$ cat config.mk
export PLATFORM = sky130hd
export DESIGN_NAME = cache_sets_reconfig_ctrl
export DESIGN_NICKNAME = d
export VERILOG_FILES = /design/src/rtl/cache_sets_reconfig_ctrl.sv
export SDC_FILE = /design/constraint.sdc
export NUM_CORES = 1
export LEC_CHECK = 0
export CAP_MARGIN = 20
export CORE_UTILIZATION = 35
export DETAILED_ROUTE_END_ITERATION = 8
export GPL_ROUTABILITY_DRIVEN = 0
export GPL_TIMING_DRIVEN = 0
export SYNTH_ARGS = -nofsm -noshare
export SYNTH_HDL_FRONTEND = slang
export SYNTH_SLANG_ARGS = --single-unit
$ cat constraint.sdc
create_clock -name clk -period 4.3 [get_ports clk]
set_clock_uncertainty 0.1 [all_clocks]
set_input_delay 1.29 -clock clk [delete_from_list [all_inputs] [get_ports clk]]
set_output_delay 1.29 -clock clk [all_outputs]
set_load 0.005 [all_outputs]
$ cat src/rtl/cache_sets_reconfig_ctrl.sv
`timescale 1ns/1ps
// Owns the unified cache set count: gates core lanes, drains reads, waits for memory idle + settle, commits.
// Optional drain timeout abort: define CACHE_RECFG_TIMEOUT_EN.
//
//   state    | meaning
//   ---------+-------------------------------------------------------------
//   S_IDLE   | lanes open (subject to the outstanding limit), cfg accepted
//   S_DRAIN  | lanes gated, waiting for outstanding==0 and mem_idle
//   S_SETTLE | lanes gated, counting down the quiet window
//   S_COMMIT | new set count already driven to the cache
//   S_DONE   | one-cycle cfg_done pulse, cfg_err per outcome
module cache_sets_reconfig_ctrl #(
    parameter int NUM_REQS        = 4,
    parameter int MAX_OUTSTANDING = 64,
    parameter int DEFAULT_SETS    = 64,
    parameter int MAX_SETS        = 1024,
    parameter int SETTLE_CYCLES   = 4,
    parameter int TIMEOUT_CYCLES  = 4096,
    localparam int CNT_W          = $clog2(MAX_OUTSTANDING + 1)
) (
    input  logic                clk,
    input  logic                reset_n,
    input  logic                cfg_valid,
    output logic                cfg_ready,
    input  logic [11:0]         cfg_sets,
    output logic                cfg_done,
    output logic                cfg_err,
    output logic [11:0]         unified_cache_sets,
    input  logic [NUM_REQS-1:0] core_req_valid_in,
    input  logic [NUM_REQS-1:0] core_req_rw_in,
    output logic [NUM_REQS-1:0] core_req_ready_in,
    output logic [NUM_REQS-1:0] core_req_valid_out,
    input  logic [NUM_REQS-1:0] core_req_ready_out,
    input  logic [NUM_REQS-1:0] core_rsp_fire,
    input  logic                mem_idle,
    output logic                busy,
    output logic [CNT_W-1:0]    outstanding
);

    localparam int SET_W = $clog2(SETTLE_CYCLES + 1);
    localparam logic [SET_W-1:0] SETTLE_LAST = SET_W'(SETTLE_CYCLES - 1);
    localparam logic [CNT_W-1:0] GATE_LIMIT  = CNT_W'(MAX_OUTSTANDING - NUM_REQS);
    localparam logic [11:0]      MAX_SETS_L  = 12'(MAX_SETS);
    localparam logic [11:0]      DEF_SETS_L  = 12'(DEFAULT_SETS);

    if (SETTLE_CYCLES < 1 || TIMEOUT_CYCLES < 1 || MAX_SETS > 4095 ||
        MAX_OUTSTANDING < NUM_REQS) begin : g_bad_params
        $error("cache_sets_reconfig_ctrl: illegal parameter combination");
    end

    typedef enum logic [2:0] {
        S_IDLE,
        S_DRAIN,
        S_SETTLE,
        S_COMMIT,
        S_DONE
    } state_t;

    state_t             state_q, state_d;
    logic [11:0]        sets_q, sets_d;
    logic [11:0]        req_sets_q, req_sets_d;
    logic [SET_W-1:0]   settle_q, settle_d;
    logic [CNT_W-1:0]   outstanding_q, outstanding_d;
    logic               done_q, done_d;
    logic               err_q, err_d;

    logic [NUM_REQS-1:0] lane_open;
    logic [CNT_W+1:0]    issue_cnt;
    logic [CNT_W+1:0]    rsp_cnt;
    logic [CNT_W+1:0]    cnt_up;
    logic                reads_ok;
    logic                rsp_underflow;

    function automatic logic sets_legal(input logic [11:0] v);
        return (v != 12'd0) && ((v & (v - 12'd1)) == 12'd0) && (v <= MAX_SETS_L);
    endfunction

    // Lane gate and in-flight read accounting
    always_comb begin
        reads_ok      = (outstanding_q <= GATE_LIMIT);
        lane_open     = '0;
        issue_cnt     = '0;
        rsp_cnt       = '0;
        for (int i = 0; i < NUM_REQS; i++) begin
            lane_open[i] = reset_n && (state_q == S_IDLE) && (core_req_rw_in[i] || reads_ok);
            issue_cnt    = issue_cnt + (CNT_W+2)'(core_req_valid_in[i] && core_req_ready_out[i]
                                                  && lane_open[i] && !core_req_rw_in[i]);
            rsp_cnt      = rsp_cnt + (CNT_W+2)'(core_rsp_fire[i]);
        end
        cnt_up        = {2'b00, outstanding_q} + issue_cnt;
        rsp_underflow = (rsp_cnt > cnt_up);
        outstanding_d = rsp_underflow ? '0 : CNT_W'(cnt_up - rsp_cnt);
    end

    assign core_req_valid_out = core_req_valid_in & lane_open;
    assign core_req_ready_in  = core_req_ready_out & lane_open;

`ifdef CACHE_RECFG_TIMEOUT_EN
    localparam int TO_W = $clog2(TIMEOUT_CYCLES + 1);
    localparam logic [TO_W-1:0] TO_LAST = TO_W'(TIMEOUT_CYCLES - 1);
    logic [TO_W-1:0] to_q, to_d;
`endif

    always_comb begin
        state_d    = state_q;
        sets_d     = sets_q;
        req_sets_d = req_sets_q;
        settle_d   = settle_q;
        done_d     = 1'b0;
        err_d      = 1'b0;
`ifdef CACHE_RECFG_TIMEOUT_EN
        to_d       = to_q;
`endif
        case (state_q)
            S_IDLE: begin
                if (cfg_valid) begin
                    req_sets_d = cfg_sets;
                    if (!sets_legal(cfg_sets)) begin
                        state_d = S_DONE;
                        done_d  = 1'b1;
                        err_d   = 1'b1;
                    end else if (cfg_sets == sets_q) begin
                        state_d = S_DONE;
                        done_d  = 1'b1;
                    end else begin
                        state_d = S_DRAIN;
`ifdef CACHE_RECFG_TIMEOUT_EN
                        to_d    = '0;
`endif
                    end
                end
            end
            S_DRAIN: begin
                if (outstanding_q == '0 && mem_idle) begin
                    settle_d = SETTLE_LAST;
                    state_d  = S_SETTLE;
                end
            end
            S_SETTLE: begin
                if (!mem_idle) begin
                    state_d = S_DRAIN;
                end else if (settle_q == '0) begin
                    // Drive the new count as COMMIT is entered so the cache sees it a cycle before done
                    sets_d  = req_sets_q;
                    state_d = S_COMMIT;
                end else begin
                    settle_d = settle_q - 1'b1;
                end
            end
            S_COMMIT: begin
                state_d = S_DONE;
                done_d  = 1'b1;
            end
            S_DONE: begin
                state_d = S_IDLE;
            end
            default: begin
                state_d = S_IDLE;
            end
        endcase
`ifdef CACHE_RECFG_TIMEOUT_EN
        // Not cleared on SETTLE->DRAIN re-entry, so a flapping mem_idle still times out
        if (state_q == S_DRAIN || state_q == S_SETTLE) begin
            if (to_q == TO_LAST) begin
                state_d = S_DONE;
                sets_d  = sets_q;
                done_d  = 1'b1;
                err_d   = 1'b1;
            end else begin
                to_d = to_q + 1'b1;
            end
        end
`endif
    end

    always_ff @(posedge clk or negedge reset_n) begin
        if (!reset_n) begin
            state_q       <= S_IDLE;
            sets_q        <= DEF_SETS_L;
            req_sets_q    <= DEF_SETS_L;
            settle_q      <= '0;
            outstanding_q <= '0;
            done_q        <= 1'b0;
            err_q         <= 1'b0;
        end else begin
            state_q       <= state_d;
            sets_q        <= sets_d;
            req_sets_q    <= req_sets_d;
            settle_q      <= settle_d;
            outstanding_q <= outstanding_d;
            done_q        <= done_d;
            err_q         <= err_d;
        end
    end

`ifdef CACHE_RECFG_TIMEOUT_EN
    always_ff @(posedge clk or negedge reset_n) begin
        if (!reset_n) begin
            to_q <= '0;
        end else begin
            to_q <= to_d;
        end
    end
`endif

`ifndef SYNTHESIS
    always_ff @(posedge clk) begin
        if (reset_n) begin
            assert (!rsp_underflow)
                else $error("cache_sets_reconfig_ctrl: more responses than in-flight reads");
        end
    end
`endif

    assign cfg_ready          = (state_q == S_IDLE);
    assign busy               = (state_q != S_IDLE);
    assign cfg_done           = done_q;
    assign cfg_err            = err_q;
    assign unified_cache_sets = sets_q;
    assign outstanding        = outstanding_q;

endmodule

==> flow_summary_export.csv <==
group,metric,value,unit
clock_tree,clockBufferDepth,2,
layout,utilization,54.31,%
timing,layout_setup_ws,-0.04918,ns
yosys,synthFlopType,"dfrtp_1",
yosys,ys_async_sr_fraction,100.0,%
min_path,hp-class,"reg2reg",
pwr,combinationalPowerShare,49.6,%
timing,fin_crit_sh,101.1,%
timing,tightest_slew,0.4450,ns
job,cap_viol_max_count,0,
clock_tree,numCtsBuffers,5,
clock_tree,postCtsHoldBufs,0,
min_path,min-delay-start,"settle_q[2]$_DFFE_PN0P_",
clock_tree,cts_root_buf,"clkbuf_8",
pwr,clockPowerShare,19.9,%
clock_tree,cts_tree,"built",
yosys,synthCells,234,
grt,grt_overflow_total,0,
routing,detail-route-antenna-nets,0,
floorplan,dieArea,0.007268,sq mm
yosys,yosysMostFrequentCell,"dfrtp_1",
critical_path,start_kind,"input pin",
routing,drt_iter0_markers,35,
routing,drc,0,
yosys,synth_edf_count,0,
critical_path,critPathRequiredTime,4.39,ns
yosys,avgSynthCellArea,10.37,sq um
critical_path,critPathArrivalTime,4.44,ns
yosys,synth_area_leader_cell,"dfrtp_1",
floorplan,initial_utilization,37.15,%
routing,wire_per_inst,14.89,um
clock_tree,path_clk_slew,0.08,ns
routing,vias_per_cell,5.099,
timing,rsz0062_at_grt,"true",
timing,slew_headroom,70.06,%
grt,grt_max_degree,21,
yosys,synth_cell_types,49,
yosys,synth_nets,282,
placed_design,portBuffers,62,
floorplan,rows,29,
pwr,p_int,0.001012,W
layout,ff_latch_area,978.4,sq um
floorplan,die_y,85.26,um
routing,dr.pass1.iters,4,
clock_tree,clk_latency,0.30,ns
critical_path,cp_max_fo,3,
yosys,ys_ff_latch,39,
timing,setup_viol,2,
grt,antenna_found_initial,0,
layout,multiInputGateArea,0.001479,sq mm
run_status,failed_checks,"setup timing",
pwr,p_leak,1.528,nW
pwr,pwr-share-seq,30.5,%
pwr,p_switching,0.0005533,W
yosys,netlist_top_cells_area,"dfrtp_1, mux2_2, xnor2_1",
timing,timing.fmax,0.2299,GHz
routing,wirelength,5837,um
grt,grt_pass1_wl,9466,um
timing,drv_slew,0,
layout,num_antenna_cells,0,
layout,area_delta_synth_final,46.21,%
yosys,yosysWarnings,0,
grt,grt_use_total,16.83,%
pwr,switching_share,35.34,%
grt,grt_pass1_vias,1893,
floorplan,core,0.006531,sq mm
pwr,pwr_density_cell,441.4,mW/mm^2
layout,fillers,630,
yosys,netlist.area_leader.share,38.16,%
pwr,ir_drop,0.0002419,V
critical_path,cp-end-kind,"flop",
layout,nNetsFinal,362,
critical_path,startpoint,"reset_n",
routing,num_vias,1999,
floorplan,boundaryPins,63,
critical_path,r2r-start,"outstanding[3]$_DFF_PN0_",
clock_tree,htreeDepth,2,
timing,totalNegativeSetupSlack,-0.07913,ns
timing,min_period,4.349,ns
placed_design,hpwl,4218,um
clock_tree,clock_sinks,39,
floorplan,die_x,85.26,um
timing,hold_violations,0,
yosys,synth_common_cells,"dfrtp_1, mux2_2, nor2_1",
yosys,ys_seq_area_share,40.33,%
yosys,synth_area,0.002426,sq mm
layout,final_layout_size_suffix_gt1_share,27.94,%
run_status,status,"finished, violations left",
critical_path,path_class,"in2reg",
## worst max-delay path: stages
cell and delay [ns]:
buf_16 0.08, and2_4 0.14, nand2_4 0.05, buf_6 0.13
nor4_4 0.23, fa_1 0.45, fa_2 0.36, inv_2 0.07
fa_2 0.49, ha_4 0.31, nand2_2 0.05, o21ai_2 0.17
mux2i_1 0.26, o32ai_2 0.12, xnor2_1 0.17, nor2_1 0.05
## path summary, 6_finish.rpt
check                                                    endpoint  slack [ns]  cells past startpoint
worst min register to register            settle_q[2]$_DFFE_PN0P_        0.40                      1
worst max register to register           outstanding[5]$_DFF_PN0_        0.05                     17
max in group asynchronous       unified_cache_sets[6]$_DFFE_PN1P_        3.09                      2
worst min-delay path                      settle_q[2]$_DFFE_PN0P_        0.40                      1
worst max-delay path                     outstanding[5]$_DFF_PN0_       -0.05                     16
min in group asynchronous                 settle_q[2]$_DFFE_PN0P_        0.80                      2
## state kept, by name (all words and copies together) (netlist names)
| signal | cells |
|---|---|
| req_sets_q | 12 |
| cfg_done | 1 |
| unified_cache_sets | 12 |
| outstanding | 7 |
| state_q | 3 |
| cfg_err | 1 |
| settle_q | 3 |
## routing by layer
| layer | global-route usage [%] | vias to the layer above | wire length [um] |
|---|---|---|---|
| met1 | 23.92 | 985 | 2846 |
| met4 | 5.455 | 0 | 84 |
| li1 | - | 971 | - |
| met3 | 2.724 | 7 | 179 |
| met5 | 0 | - | 0 |
| met2 | 26.32 | 36 | 2727 |
## final cells by class
type                            count  share of cell area [%]
Clock inverter                      3                   1.235
Timing Repair Buffer               74                   21.83
Inverter                           21                   2.222
Buffer                              6                  0.7760
Tap cell                           77                   2.716
Clock buffer                        5                   1.940
Sequential cell                    39                   27.58
Multi-Input combinational cell    167                   41.69
## power groups by stage
stage / clock network [W] / logic, W / registers (W)
5_1_grt: 0.000339 / 0.000847 / 0.000486
2_1_floorplan: 0 / 0.000413 / 0.000472
3_3_place_gp: 0 / 0.000625 / 0.000483
3_5_place_dp: 0 / 0.000630 / 0.000483
6_report: 0.000312 / 0.000776 / 0.000478
4_1_cts: 0.000322 / 0.000690 / 0.000477
## timing repair
| item | 4_1_cts | 5_1_grt |
|---|---|---|
| pin swaps | 10 | 14 |
| resized for setup | 23 | 11 |
| endpoints found under the setup margin | 15 | 7 |
| setup buffers | 6 | 4 |
| gates cloned | 2 | 0 |
## cells in the final DEF (no fill, tap or decap), types with 3 or more instances in the layout
| master | n |
|---|---|
| ha_1 | 9 |
| buf_2 | 4 |
| inv_2 | 5 |
| clkdlybuf4s50_1 | 55 |
| dlygate4sd2_1 | 6 |
| buf_4 | 9 |
| nor4_4 | 4 |
| nor4_1 | 4 |
| clkbuf_8 | 5 |
| nor2_1 | 18 |
| fa_2 | 3 |
| mux2_2 | 23 |
| o21ai_0 | 7 |
| inv_1 | 16 |
| nand3_1 | 5 |
| a21oi_2 | 4 |
| dfrtp_1 | 37 |
| nand4_1 | 6 |
| nor2_2 | 5 |
| xnor2_1 | 16 |
| xor2_1 | 4 |
| nand2_1 | 7 |
## per-stage QoR
step	instance area [sq um]	worst slack, ns	power, W	hold WS (ns)	std cells
floorplan	2497	-0.06235	0.0008851	0.3511	234
global route	3547	-0.1841	0.001672	0.4168	392
global placement	3214	-2.358	0.001108	0.3706	373
CTS	3481	-0.05059	0.001489	0.3997	389
detailed placement	3209	-1.261	0.001113	0.3815	373
finish	3547	-0.04918	0.001566	0.3985	392
## logic make-up (layout without fill, tap and decap cells)
family / after synthesis / in the layout / synth area share (%)
mux: 26 / 26 / 11.96
buf+inv: 28 / 109 / 4.590
flops: 39 / 39 / 40.33
fa+ha+maj: 17 / 17 / 10.21
simple gates: 71 / 71 / 16.56
compound gates: 32 / 32 / 8.768
xor+xnor: 21 / 21 / 7.581
No activity file was read; power rests on OpenSTA's default activity.
==> patch 1 (same settings) <==
The parameter `MAX_SETS` goes from 1024 to 512.
--- a/src/rtl/cache_sets_reconfig_ctrl.sv
+++ b/src/rtl/cache_sets_reconfig_ctrl.sv
@@ -13,7 +13,7 @@
     parameter int NUM_REQS        = 4,
     parameter int MAX_OUTSTANDING = 64,
     parameter int DEFAULT_SETS    = 64,
-    parameter int MAX_SETS        = 1024,
+    parameter int MAX_SETS        = 512,
     parameter int SETTLE_CYCLES   = 4,
     parameter int TIMEOUT_CYCLES  = 4096,
     localparam int CNT_W          = $clog2(MAX_OUTSTANDING + 1)
Formal check against the unedited RTL: not equivalent (Yosys sat finds a counterexample within 4 cycles, from zero or initial values and one cycle with reset_n low).
==> patch 1 against the original RTL <==
- sequential cell count is the same
- clock power grew 2%
- wire length increased by 6.3%
- power decreased by 0.89%
- setup slack better by 110 ps
- global-route usage up 0.87 points
- synthesized area is 3.1% higher
- maximum frequency increased by 2.6%
- final area is 2.6% higher
- worst hold slack worse by 24 ps
- non-clock buffer count shrank 1
- final cell count increased by 9.9%
- via count up 8.6%
- critical endpoint unchanged
- highest routed layer unchanged
==> patch 1: results (changes against the original RTL) <==
The flow ran to the end, and the final reports show no timing, DRC or antenna violations. Peak supply drop: 0.343 mV (+42%). The number of cells after detailed placement was 415 (+11%); the number of iterations in the first detailed-routing pass was 6 (+2). Yosys attributes the largest share of cell area to sky130_fd_sc_hd__dfrtp_1 (37%), sky130_fd_sc_hd__mux2_2 (11%), sky130_fd_sc_hd__ha_1 (5.5%). The layout cell share with drive strength beyond 1 is 24.2% (-3.8 points), and the logic depth of the worst register-to-register path is 16 (-1). The startpoint of the worst hold path was settle_q[0]$_DFFE_PN0P_.

The count of routing violations after the opening detailed-route iteration is 59 (+69%), and the wire length of the first global-routing pass is 10,100 microns (+7.2%). The tools report the leakage power of the design as 1.51 nW (-1.1%). The tools report the fill cell instance count of the final layout as 653 (+3.7%). For this run, the leading register cell type out of synthesis is sky130_fd_sc_hd__dfrtp_1. The tools report the data arrival time of the critical path as 4310 ps (-130 ps). Total of buffers placed on input and output ports: 62 (unchanged). The via-per-instance ratio is 5.04 (-1.2%), and the synthesized instance count is 256 (+9.4%). The detailed-route wire length is 6210 microns (+6.3%), and the global-route met2 utilization is 29.7% (+3.3 points). The biggest fanout along the worst timing path was 4 (+1).

The transition time of the tightest slew-check pin is 764 ps (+319 ps). The run gives 17.7% (+0.87 points) as the aggregate global-route resource usage. Counting instances in the post-synthesis netlist gives the leading cell types as sky130_fd_sc_hd__dfrtp_1 (37), sky130_fd_sc_hd__nor2_1 (28), sky130_fd_sc_hd__mux2_2 (24). The tools report the via count of the first global-routing pass as 2,149 (+14%). The tools report the detailed placer's ending HPWL as 4720 microns (+12%). The tools report the post-synthesis net count as 304 (+7.8%). Worst reg2reg path startpoint: outstanding[2]$_DFF_PN0_. For the worst setup slack for register-to-register paths, the log shows 150 ps (+100 ps). The count of vias placed by the detailed router is 2,171 (+8.6%). The run gives 39.1% (-1.2 points) as the register area share after synthesis.

The cell internal power dissipation is 0.989 mW (-2.3%). The count of cell types in the netlist is 51 (+4.1%), and the global routing met1 resource utilization is 23.8% (-0.15 points). The pin count of the biggest net entering global routing is 20 (-4.8%), and the fraction of registers with async set/reset is 100% (unchanged). For the met3 layer usage reported by global route, the log shows 2.29% (-0.44 points).
-- patch 1: cell count changes after synthesis, sizes merged, moves of 4 or more --
| cell | delta |
|---|---|
| nor2 | +5 |
| a21oi | +5 |
| nor2b | +4 |
| o21ai | -4 |
| clkbuf | +4 |
-- patch 1: what timing repair did --
item / 4_1_cts / 5_1_grt
setup endpoints to repair: 7 / 7
pin swaps: 11 / 12
buffers inserted: 5 / 2
gates cloned: 1 / 0
resized for setup: 26 / 17
-- patch 1: final cells by class --
cell class              instances  area share, %
clock buffers                   6           2.27
clock inverters                 2          0.963
flip-flops and latches         39           26.9
plain buffers                   8          0.928
repair buffers                 71           20.0
well taps                      96           3.30
multi-input cells             188           43.5
inverters                      21           2.17
-- patch 1: through the flow --
stage	hold slack (ps)	cell area (sq um)	power (mW)	worst slack (ps)	utilization, %
4_1_cts	369	3610	1.55	1.81	52.9
3_3_place_gp	352	3330	1.16	-2490	48.7
2_1_floorplan	340	2590	0.918	-134	-
6_report	375	3640	1.55	61.4	53.3
5_1_grt	385	3640	1.67	-70.4	53.3
3_5_place_dp	359	3350	1.16	-1030	49.0
-- patch 1: worst min path at each step --
stage,endpoint,cells past startpoint
2_1_floorplan,settle_q[0]$_DFFE_PN0P_,1
4_1_cts,settle_q[0]$_DFFE_PN0P_,1
3_5_place_dp,settle_q[0]$_DFFE_PN0P_,1
6_report,settle_q[0]$_DFFE_PN0P_,1
5_1_grt,settle_q[0]$_DFFE_PN0P_,1
3_3_place_gp,settle_q[0]$_DFFE_PN0P_,1
-- patch 1: logic make-up after synthesis --
logic type | count (synthesis) | synth area share [%]
multiplexers | 24 | 10.8
XOR/XNOR | 16 | 5.60
adder cells (fa/ha/maj) | 17 | 9.91
flip-flops | 39 | 39.1
buffers and inverters | 29 | 4.40
AO/OA/AOI/OAI | 42 | 11.7
AND/OR/NAND/NOR | 89 | 18.5
-- patch 1: routing by layer --
layer  up-vias  wire length (microns)
met2        34                   3060
met4         0                     92
met5         -                      0
met1      1059                   2890
li1       1071                      -
met3         7                    165
-- patch 1: power groups by stage --
stage | sequential [mW] | clock [mW] | combinational (mW)
floorplan | 0.468 | 0 | 0.450
global placement | 0.477 | 0 | 0.681
detailed placement | 0.477 | 0 | 0.687
CTS | 0.473 | 0.330 | 0.751
global route | 0.479 | 0.343 | 0.844
finish | 0.471 | 0.318 | 0.763
==> patch 2 (config.mk and constraints unchanged) <==
Made on the original files. The output `cfg_err` loses its register stage (`err_q` becomes a continuous assignment).
--- a/src/rtl/cache_sets_reconfig_ctrl.sv
+++ b/src/rtl/cache_sets_reconfig_ctrl.sv
@@ -181,7 +181,6 @@
             settle_q      <= '0;
             outstanding_q <= '0;
             done_q        <= 1'b0;
-            err_q         <= 1'b0;
         end else begin
             state_q       <= state_d;
             sets_q        <= sets_d;
@@ -189,9 +188,10 @@
             settle_q      <= settle_d;
             outstanding_q <= outstanding_d;
             done_q        <= done_d;
-            err_q         <= err_d;
-        end
-    end
+        end
+    end
+
+    assign err_q = err_d;
 
 `ifdef CACHE_RECFG_TIMEOUT_EN
     always_ff @(posedge clk or negedge reset_n) begin
Check against the original RTL: not equivalent (Yosys sat finds a counterexample within 4 cycles, from zero or initial values and one cycle with reset_n low).
==> patch 2 against the original RTL <==
- the run ends with design-rule violations left
- sequential cell count is 1 lower
- power is 4.9% lower
- wire length down 0.31%
- final area decreased by 0.71%
- setup slack improved by 110 ps
- synthesized area decreased by 1.0%
- final cell count up 0.26%
- sequential share of layout area is 0.51 points lower
- sequential power decreased by 3%
- critical path type unchanged
- critical endpoint unchanged
- highest routed layer unchanged
==> patch 2: results (changes against the original RTL) <==
The detailed placer's ending HPWL was 4200 microns (-0.44%); the register area share after synthesis was 39.7% (-0.62 points). The count of cell types in the netlist is 49 (unchanged), and the total of warnings raised by yosys is 0 (unchanged). The aggregate global-route resource usage was 16.8% (about the same); the power density over cell area was 423 mW/mm^2 (-4.3%). The diode insertion count for antenna repair was 0 (unchanged). The max-cap violation count was 0 (unchanged). The clock tree buffer depth came out at 2 (unchanged).

The post-synthesis net count was 281 (-0.35%). Clock power share: 17.5% (-2.4 points). H-tree depth reported by CTS: 2 (unchanged). The logs give 9420 microns (-0.51%) for the wire length of the first global-routing pass and -1250 ps (+7.09 ps) for the worst setup timing slack at the placement stage. The number of iterations in the first detailed-routing pass is 7 (+3).

The root buffer cell was sky130_fd_sc_hd__clkbuf_8. The tools report the number of clock buffers inserted by TritonCTS as 5 (unchanged). Clock-pin slew was measured on the worst setup and hold paths at 70 ps. The class of the tightest hold or removal check is reg -> reg.

Biggest fanout along the worst timing path: 3 (unchanged). The run finished, with violations left. The number of cells after detailed placement is 372 (-0.27%). The transition time of the tightest slew-check pin works out to 445 ps (+0.500 ps). Gate family responsible for the most delay along the worst path: adder cells. For the pin count of the biggest net entering global routing, the log shows 20 (-4.8%).

The count of routing violations after the opening detailed-route iteration was 96 (+170%). The fraction of registers with async set/reset works out to 100% (unchanged). The run gives 0.00318 sq mm (-0.78%) as the post-place instance area.

Among all stages on the critical path, the largest delay is contributed by sky130_fd_sc_hd__fa_2. The switching share of power came out at 36.5% (+1.1 points). For the power of the sequential group, the log shows 0.465 mW (-3%). The layout cell share with drive strength beyond 1 came out at 30.7% (+2.8 points). For the detailed-route wire length, the log shows 5820 microns (-0.31%). The checks that failed: design-rule violations.

The filler-free cell count of the finished design is 393 (+0.26%). Via count of the first global-routing pass: 1,928 (+1.8%). The total of buffers placed on input and output ports is 62 (unchanged), and the count of vias placed by the detailed router is 1,968 (-1.6%). The worst stage delay on the critical path came out at 490 ps (about the same).

The run gives 0 (unchanged) as the initial antenna violation count. The run gives 7 (+7) as the count of unresolved DRC violations after routing. At the later pin of the worst-skew pair, clock insertion delay measures 290 ps. Peak supply drop: 0.168 mV (-31%).

The run gives 1.52 nW (-0.22%) as the leakage power of the design. In the synthesized netlist, the cells that appear most often are sky130_fd_sc_hd__dfrtp_1 (36), sky130_fd_sc_hd__mux2_2 (23), sky130_fd_sc_hd__nor2_1 (23). Data arrival time of the critical path: 4320 ps (-120 ps). The layout net count came out at 363 (+0.28%). The mean post-synth cell area works out to 10.3 sq um (-0.61%).

Sorting the synthesized cells by area gives the leading types as sky130_fd_sc_hd__dfrtp_1 (38%), sky130_fd_sc_hd__mux2_2 (11%), sky130_fd_sc_hd__xnor2_1 (5.8%).
## patch 2: timing repair
| item | in CTS | in global routing |
|---|---|---|
| resized for setup | 48 | 19 |
| buffers inserted | 6 | 5 |
| endpoints found under the setup margin | 16 | 8 |
| gates cloned | 2 | 0 |
| pin swaps | 17 | 14 |
## patch 2: cells by family after synthesis
| family | after synthesis | synth area share, % |
|---|---|---|
| compound gates | 32 | 8.86 |
| flops | 38 | 39.7 |
| xor+xnor | 21 | 7.66 |
| fa+ha+maj | 17 | 10.3 |
| simple gates | 71 | 16.7 |
| mux | 26 | 12.1 |
| buf+inv | 28 | 4.64 |
## patch 2: final timing paths
| kind | slack, ps | cells past startpoint | to | startpoint |
|---|---|---|---|---|
| setup / recovery | 60 | 14 | outstanding[5]$_DFF_PN0_ | core_req_ready_out[2] |
| hold / removal | 390 | 1 | settle_q[2]$_DFFE_PN0P_ | settle_q[2]$_DFFE_PN0P_ |
| setup reg to reg | 180 | 16 | outstanding[5]$_DFF_PN0_ | outstanding[3]$_DFF_PN0_ |
| hold reg to reg | 390 | 1 | settle_q[2]$_DFFE_PN0P_ | settle_q[2]$_DFFE_PN0P_ |
| max in group asynchronous | 3080 | 2 | req_sets_q[6]$_DFFE_PN1P_ | reset_n |
| min in group asynchronous | 810 | 2 | settle_q[0]$_DFFE_PN0P_ | reset_n |
## patch 2: area by class of cell
class | instances | area, sq um
clock inverters | 2 | 12.5
repair buffers | 75 | 768
plain buffers | 7 | 38.8
well taps | 77 | 96.3
clock buffers | 6 | 82.6
fillers | 608 | 2970
inverters | 21 | 78.8
flip-flops and latches | 38 | 953
multi-input cells | 167 | 1490
## patch 2: routing by layer
layer / wire length [microns] / track usage [%]
met1: 2800 / 23.5
met2: 2660 / 26.8
met3: 290 / 3.02
met4: 59 / 5.08
met5: 0 / 0
